[src/rtl/median3_window_feeder.sv]
// median3_window_feeder
// Feeds a sliding 3-sample window to an external combinational median block
// (middle_finder) and registers its MIDDLE result behind a valid/ready output.
// A is the newest sample, C the oldest. One median per cycle when unstalled.

module median3_window_feeder #(
    parameter int WIDTH = 4,
    parameter int CNT_W = 16
) (
    input  logic             Clk,
    input  logic             Reset_n,
    input  logic             Flush,
    input  logic [WIDTH-1:0] Din,
    input  logic             Din_valid,
    output logic             Din_ready,
    output logic [WIDTH-1:0] A,
    output logic [WIDTH-1:0] B,
    output logic [WIDTH-1:0] C,
    input  logic [WIDTH-1:0] Middle_in,
    output logic [WIDTH-1:0] Mid_out,
    output logic             Mid_valid,
    input  logic             Mid_ready,
    output logic [CNT_W-1:0] Res_count
);

    typedef enum logic [1:0] {
        FILL0,
        FILL1,
        FILL2,
        RUN
    } state_t;

    state_t state;
    state_t state_next;

    logic pend;
    logic pend_next;
    logic acc;
    logic slot;
    logic capture;
    logic window_full;

    // A window is waiting for the output register; the register is free when
    // empty or being drained this cycle. Input is only blocked when both a
    // window is pending and the output register cannot take it.
    assign slot        = ~Mid_valid | Mid_ready;
    assign Din_ready   = ~pend | slot;
    assign acc         = Din_valid & Din_ready;
    assign capture     = pend & slot;
    assign window_full = (state == FILL2) || (state == RUN);

    // Fill-state register
    always_ff @(posedge Clk) begin
        if (!Reset_n) begin
            state <= FILL0;
        end else begin
            state <= state_next;
        end
    end

    // Next fill state and next pending flag; flush discards any accept
    always_comb begin
        state_next = state;
        pend_next  = pend;
        if (Flush) begin
            state_next = FILL0;
            pend_next  = 1'b0;
        end else begin
            if (acc) begin
                unique case (state)
                    FILL0:   state_next = FILL1;
                    FILL1:   state_next = FILL2;
                    FILL2:   state_next = RUN;
                    default: state_next = RUN;
                endcase
            end
            if (acc && window_full) begin
                pend_next = 1'b1;
            end else if (capture) begin
                pend_next = 1'b0;
            end
        end
    end

    // Pending flag register
    always_ff @(posedge Clk) begin
        if (!Reset_n) begin
            pend <= 1'b0;
        end else begin
            pend <= pend_next;
        end
    end

    // Sliding window: shift newest sample into A on each accept
    always_ff @(posedge Clk) begin
        if (!Reset_n || Flush) begin
            A <= '0;
            B <= '0;
            C <= '0;
        end else if (acc) begin
            C <= B;
            B <= A;
            A <= Din;
        end
    end

    // Output register captures the median of the window before any shift
    always_ff @(posedge Clk) begin
        if (!Reset_n) begin
            Mid_out   <= '0;
            Mid_valid <= 1'b0;
        end else if (capture) begin
            Mid_out   <= Middle_in;
            Mid_valid <= 1'b1;
        end else if (Mid_valid && Mid_ready) begin
            Mid_valid <= 1'b0;
        end
    end

    // Count results taken by the downstream stage, wrapping naturally
    always_ff @(posedge Clk) begin
        if (!Reset_n) begin
            Res_count <= '0;
        end else if (Mid_valid && Mid_ready) begin
            Res_count <= Res_count + CNT_W'(1);
        end
    end

endmodule

[config.mk]
export PLATFORM = sky130hd
export DESIGN_NAME = median3_window_feeder
export DESIGN_NICKNAME = d
export VERILOG_FILES = /design/src/rtl/median3_window_feeder.sv
export SDC_FILE = /design/constraint.sdc
export NUM_CORES = 1
export LEC_CHECK = 0
export CORE_AREA = 10 10 74 60
export CTS_CLUSTER_DIAMETER = 100
export DETAILED_ROUTE_END_ITERATION = 8
export DIE_AREA = 0 0 84 70
export DONT_BUFFER_PORTS = 1
export MAX_ROUTING_LAYER = met4
export PLACE_DENSITY = 0.75
export SYNTH_ARGS = -nofsm -noshare
export SYNTH_HDL_FRONTEND = slang
export SYNTH_SLANG_ARGS = --single-unit
[constraint.sdc]
create_clock -name Clk -period 1.9 [get_ports Clk]
set_input_delay 0 -clock Clk [delete_from_list [all_inputs] [get_ports Clk]]
set_output_delay 0 -clock Clk [all_outputs]
set_load 0.01 [all_outputs]
==> parameters.txt <==
Parameter                              Value

Cells and area
  Post-layout instance count excluding filler cells    230
  Share of post-route cells with drive strength above 1    11.1%
  Fin util    56.3%
  Diodes inserted    0
  Area of all placed cells without fillers    1750 µm²
  Final layout net count    203
  Relative area change from synthesis to final layout    19.0%

Detailed routing
  DRC errors left    0
  Number of DRC violations after detailed-routing iteration 0    32
  Total number of vias    1236
  Average routed wire per standard cell    15.6 µm
  Routed via count divided by cell count    5.37
  Detail Route Antenna Nets    0
  Number of iterations in the first detailed-routing pass    4
  Post-detailed-routing wire length    3.59 mm

STA
  Final Max Tran Viols    0
  Period utilisation layout    87.6%
  Setup-violating endpoint count in the final report    0
  Endpoints failing hold    0
  Maximum clock frequency    0.601 GHz
  Worst rel slew slack    54.8%
  Final-layout setup total negative slack    0 ns
  Setup repair after global routing missed its margin    false
  Final period demand of the worst path    1.66 ns
  Worst-margin pin slew    0.678 ns
  Setup clock skew after layout    0.00258 ns

Global routing
  Via count of the first global-routing pass    1212
  Overall overflow remaining after global route    0
  First-pass GRT wire length    5.93 mm
  Total Routing Usage GR    12.4%
  Number of antenna violations at the first check in global routing    0
  Pin count of the biggest net entering global routing    21

Synth
  EDFF count, synth    0
  Sequential element share of the synthesized area    49.0%
  Netlist area before placement    1470 µm²
  Yosys warning total    0
  Leading register cell type out of synthesis    sky130_fd_sc_hd__dfxtp_1
  Post-synthesis area per instance    8.60 µm²
  Syn_nets    185
  Fraction of registers with async set or reset after synthesis    0%
  Flops & latches, synth    36
  Count of distinct cell types in the synthesized netlist    31
  Cell count after synthesis    171

Critical path
  Critical path endpoint    A[3]
  Worst R2R Start    Mid_valid
  CP Launch Point    Mid_valid
  Category of the worst setup path capture point    flop
  Type of element launching the critical path    flop
  Kind of critical path    flop to flop
  Worst Path Required    2.11 ns
  R2r setup slk    0.24 ns
  Capture instance of the worst register-to-register path    A[3]
  Largest fanout on the critical path    13
  Critical Path AT    1.88 ns
  R2R cell count    6

Power
  Sequential group share of total power    51.7%
  Worst vdd ir    0.000489 V
  Switching pwr    312 µW
  Design internal power    1.17 mW
  Switching share of power    21.1%
  Total power draw    1.48 mW
  Combinational share of power    3.4%
  Clock network fraction of total power    44.9%
  Static leakage    0.642 nW
  Power per unit of standard cell area    847 nW/µm²

Hold path
  Hold depth    4
  Class of the most critical hold timing path    input port to flop

Place
  IO Port Bufs    0
  Final GP Congestion    0.766
  Half-perimeter wire length after detailed placement    2.65 mm
  Post-detailed-placement cell area    1530 µm²
  Inst Count DP    211

Die
  Die footprint    5880 µm²
  Count of boundary I/O pins    47
  Chip width    84 µm
  Vertical die dimension    70 µm
  Effective utilization at floorplan    47.3%
  Cell Rows    18
  Floorplan Core Area    3110 µm²

CTS
  Total clock buffers created by CTS    5
  # resized after CTS    0
  Clock transition time at the flip-flop clock pins of the worst setup and hold paths    0.07 ns
  Buffer levels on the longest clock path    2
  TritonCTS clock tree    built
  CTS Root Buffer Type    sky130_fd_sc_hd__clkbuf_8
  Clock sinks    36
  H-tree levels    2
  Clock insertion delay at the later pin of the skew report    0.29 ns

Outcome
  Status    complete, no violations

Job
  Max_cap viols    0
## power groups by stage
| stage | clock (mW) | combinational, mW | sequential (mW) |
|---|---|---|---|
| 4_1_cts | 0.675 | 0.0506 | 0.766 |
| 2_1_floorplan | 0 | 0.0310 | 0.782 |
| 5_1_grt | 0.716 | 0.0560 | 0.766 |
| 6_report | 0.665 | 0.0506 | 0.765 |
| 3_5_place_dp | 0 | 0.0307 | 0.783 |
| 3_3_place_gp | 0 | 0.0286 | 0.783 |
## layer usage
metal  wire length [µm]  GRT usage, %
met3                342          5.79
met5                  0             -
met4                 49          4.82
met2               1770          20.3
met1               1420          12.7
## cells in the final DEF, fill, tap and decap left out, types with 2 or more instances in the layout
master	instances
sky130_fd_sc_hd__o31ai_1	2
sky130_fd_sc_hd__nand4_1	4
sky130_fd_sc_hd__nand3_1	5
sky130_fd_sc_hd__nor2_1	18
sky130_fd_sc_hd__or4_1	2
sky130_fd_sc_hd__nand2b_1	2
sky130_fd_sc_hd__a21oi_1	20
sky130_fd_sc_hd__inv_1	4
sky130_fd_sc_hd__clkbuf_8	5
sky130_fd_sc_hd__buf_4	8
sky130_fd_sc_hd__mux2i_1	5
sky130_fd_sc_hd__o21ai_0	2
sky130_fd_sc_hd__dfxtp_1	36
sky130_fd_sc_hd__dlygate4sd3_1	11
sky130_fd_sc_hd__nor3_1	4
sky130_fd_sc_hd__xor2_1	6
sky130_fd_sc_hd__nand2_1	35
sky130_fd_sc_hd__xnor2_1	4
## state kept, by name, summed over array words and instances (netlist names)
register   cells
A              4
B              4
C              4
Mid_out        4
Mid_valid      1
Res_count     16
pend           1
state          2
## cells in the mapped netlist, drive strengths merged (2+ instances only)
cell | number | area, µm²
or3 | 2 | 13.8
and2 | 2 | 12.5
mux2i | 5 | 50.1
clkbuf | 5 | 18.8
nand4 | 5 | 37.5
o21ai | 3 | 15.0
nor2 | 18 | 67.6
and4 | 2 | 21.3
or4 | 2 | 15.0
nor3 | 4 | 20.0
nand3 | 6 | 42.5
xnor2 | 4 | 35.0
nand2 | 35 | 131
buf | 3 | 33.8
xor2 | 6 | 52.6
inv | 4 | 15.0
o31ai | 2 | 15.0
nand2b | 2 | 12.5
a21oi | 20 | 100
dfxtp | 36 | 721
## critical path: stages, from the launching register on
cell and delay, ns:
sky130_fd_sc_hd__dfxtp_1 0.49, sky130_fd_sc_hd__buf_4 0.21, sky130_fd_sc_hd__nand3b_1 0.11, sky130_fd_sc_hd__buf_4 0.17, sky130_fd_sc_hd__nand2_1 0.33, sky130_fd_sc_hd__nand2_1 0.12
sky130_fd_sc_hd__a21oi_1 0.16
## what timing repair did
| action | in CTS | in global routing |
|---|---|---|
| endpoints found under the hold margin | 14 | 0 |
| hold buffers | 11 | 0 |
| buffers inserted | 0 | 0 |
## how the worst min path moves through the flow
stage / start / endpoint / slack (ns)
finish: Mid_ready / Res_count[5] / 0.03
global route: Mid_ready / Res_count[5] / 0.03
CTS: Mid_ready / Res_count[5] / 0.02
detailed placement: Din[2] / A[2] / 0.14
global placement: Din[2] / A[2] / 0.14
floorplan: Din[0] / A[0] / 0.14
## stage by stage
step / setup slack, ns / hold slack [ns]
floorplan: 0.297 / 0.136
global placement: 0.337 / 0.140
detailed placement: 0.255 / 0.144
CTS: 0.246 / 0.0206
global route: 0.0982 / 0.0297
finish: 0.236 / 0.0252
## cells by family (layout without fill, tap and decap cells)
logic type | after synthesis | in the layout | share of synthesized area [%]
compound gates | 25 | 25 | 8.85
xor+xnor | 10 | 10 | 5.96
fa+ha+maj | 1 | 1 | 0.851
buf+inv | 12 | 31 | 4.60
flops | 36 | 36 | 49.0
mux | 5 | 5 | 3.40
simple gates | 82 | 82 | 27.3
## cell type report
type,instances,area [µm²]
Clock buffer,5,68.8
Clock inverter,3,42.5
Fill cell,289,1360
Inverter,4,15.0
Multi-Input combinational cell,123,682
Sequential cell,36,721
Tap cell,40,50.0
Timing Repair Buffer,19,170
Note: power is estimated with default switching activity, not from simulation.
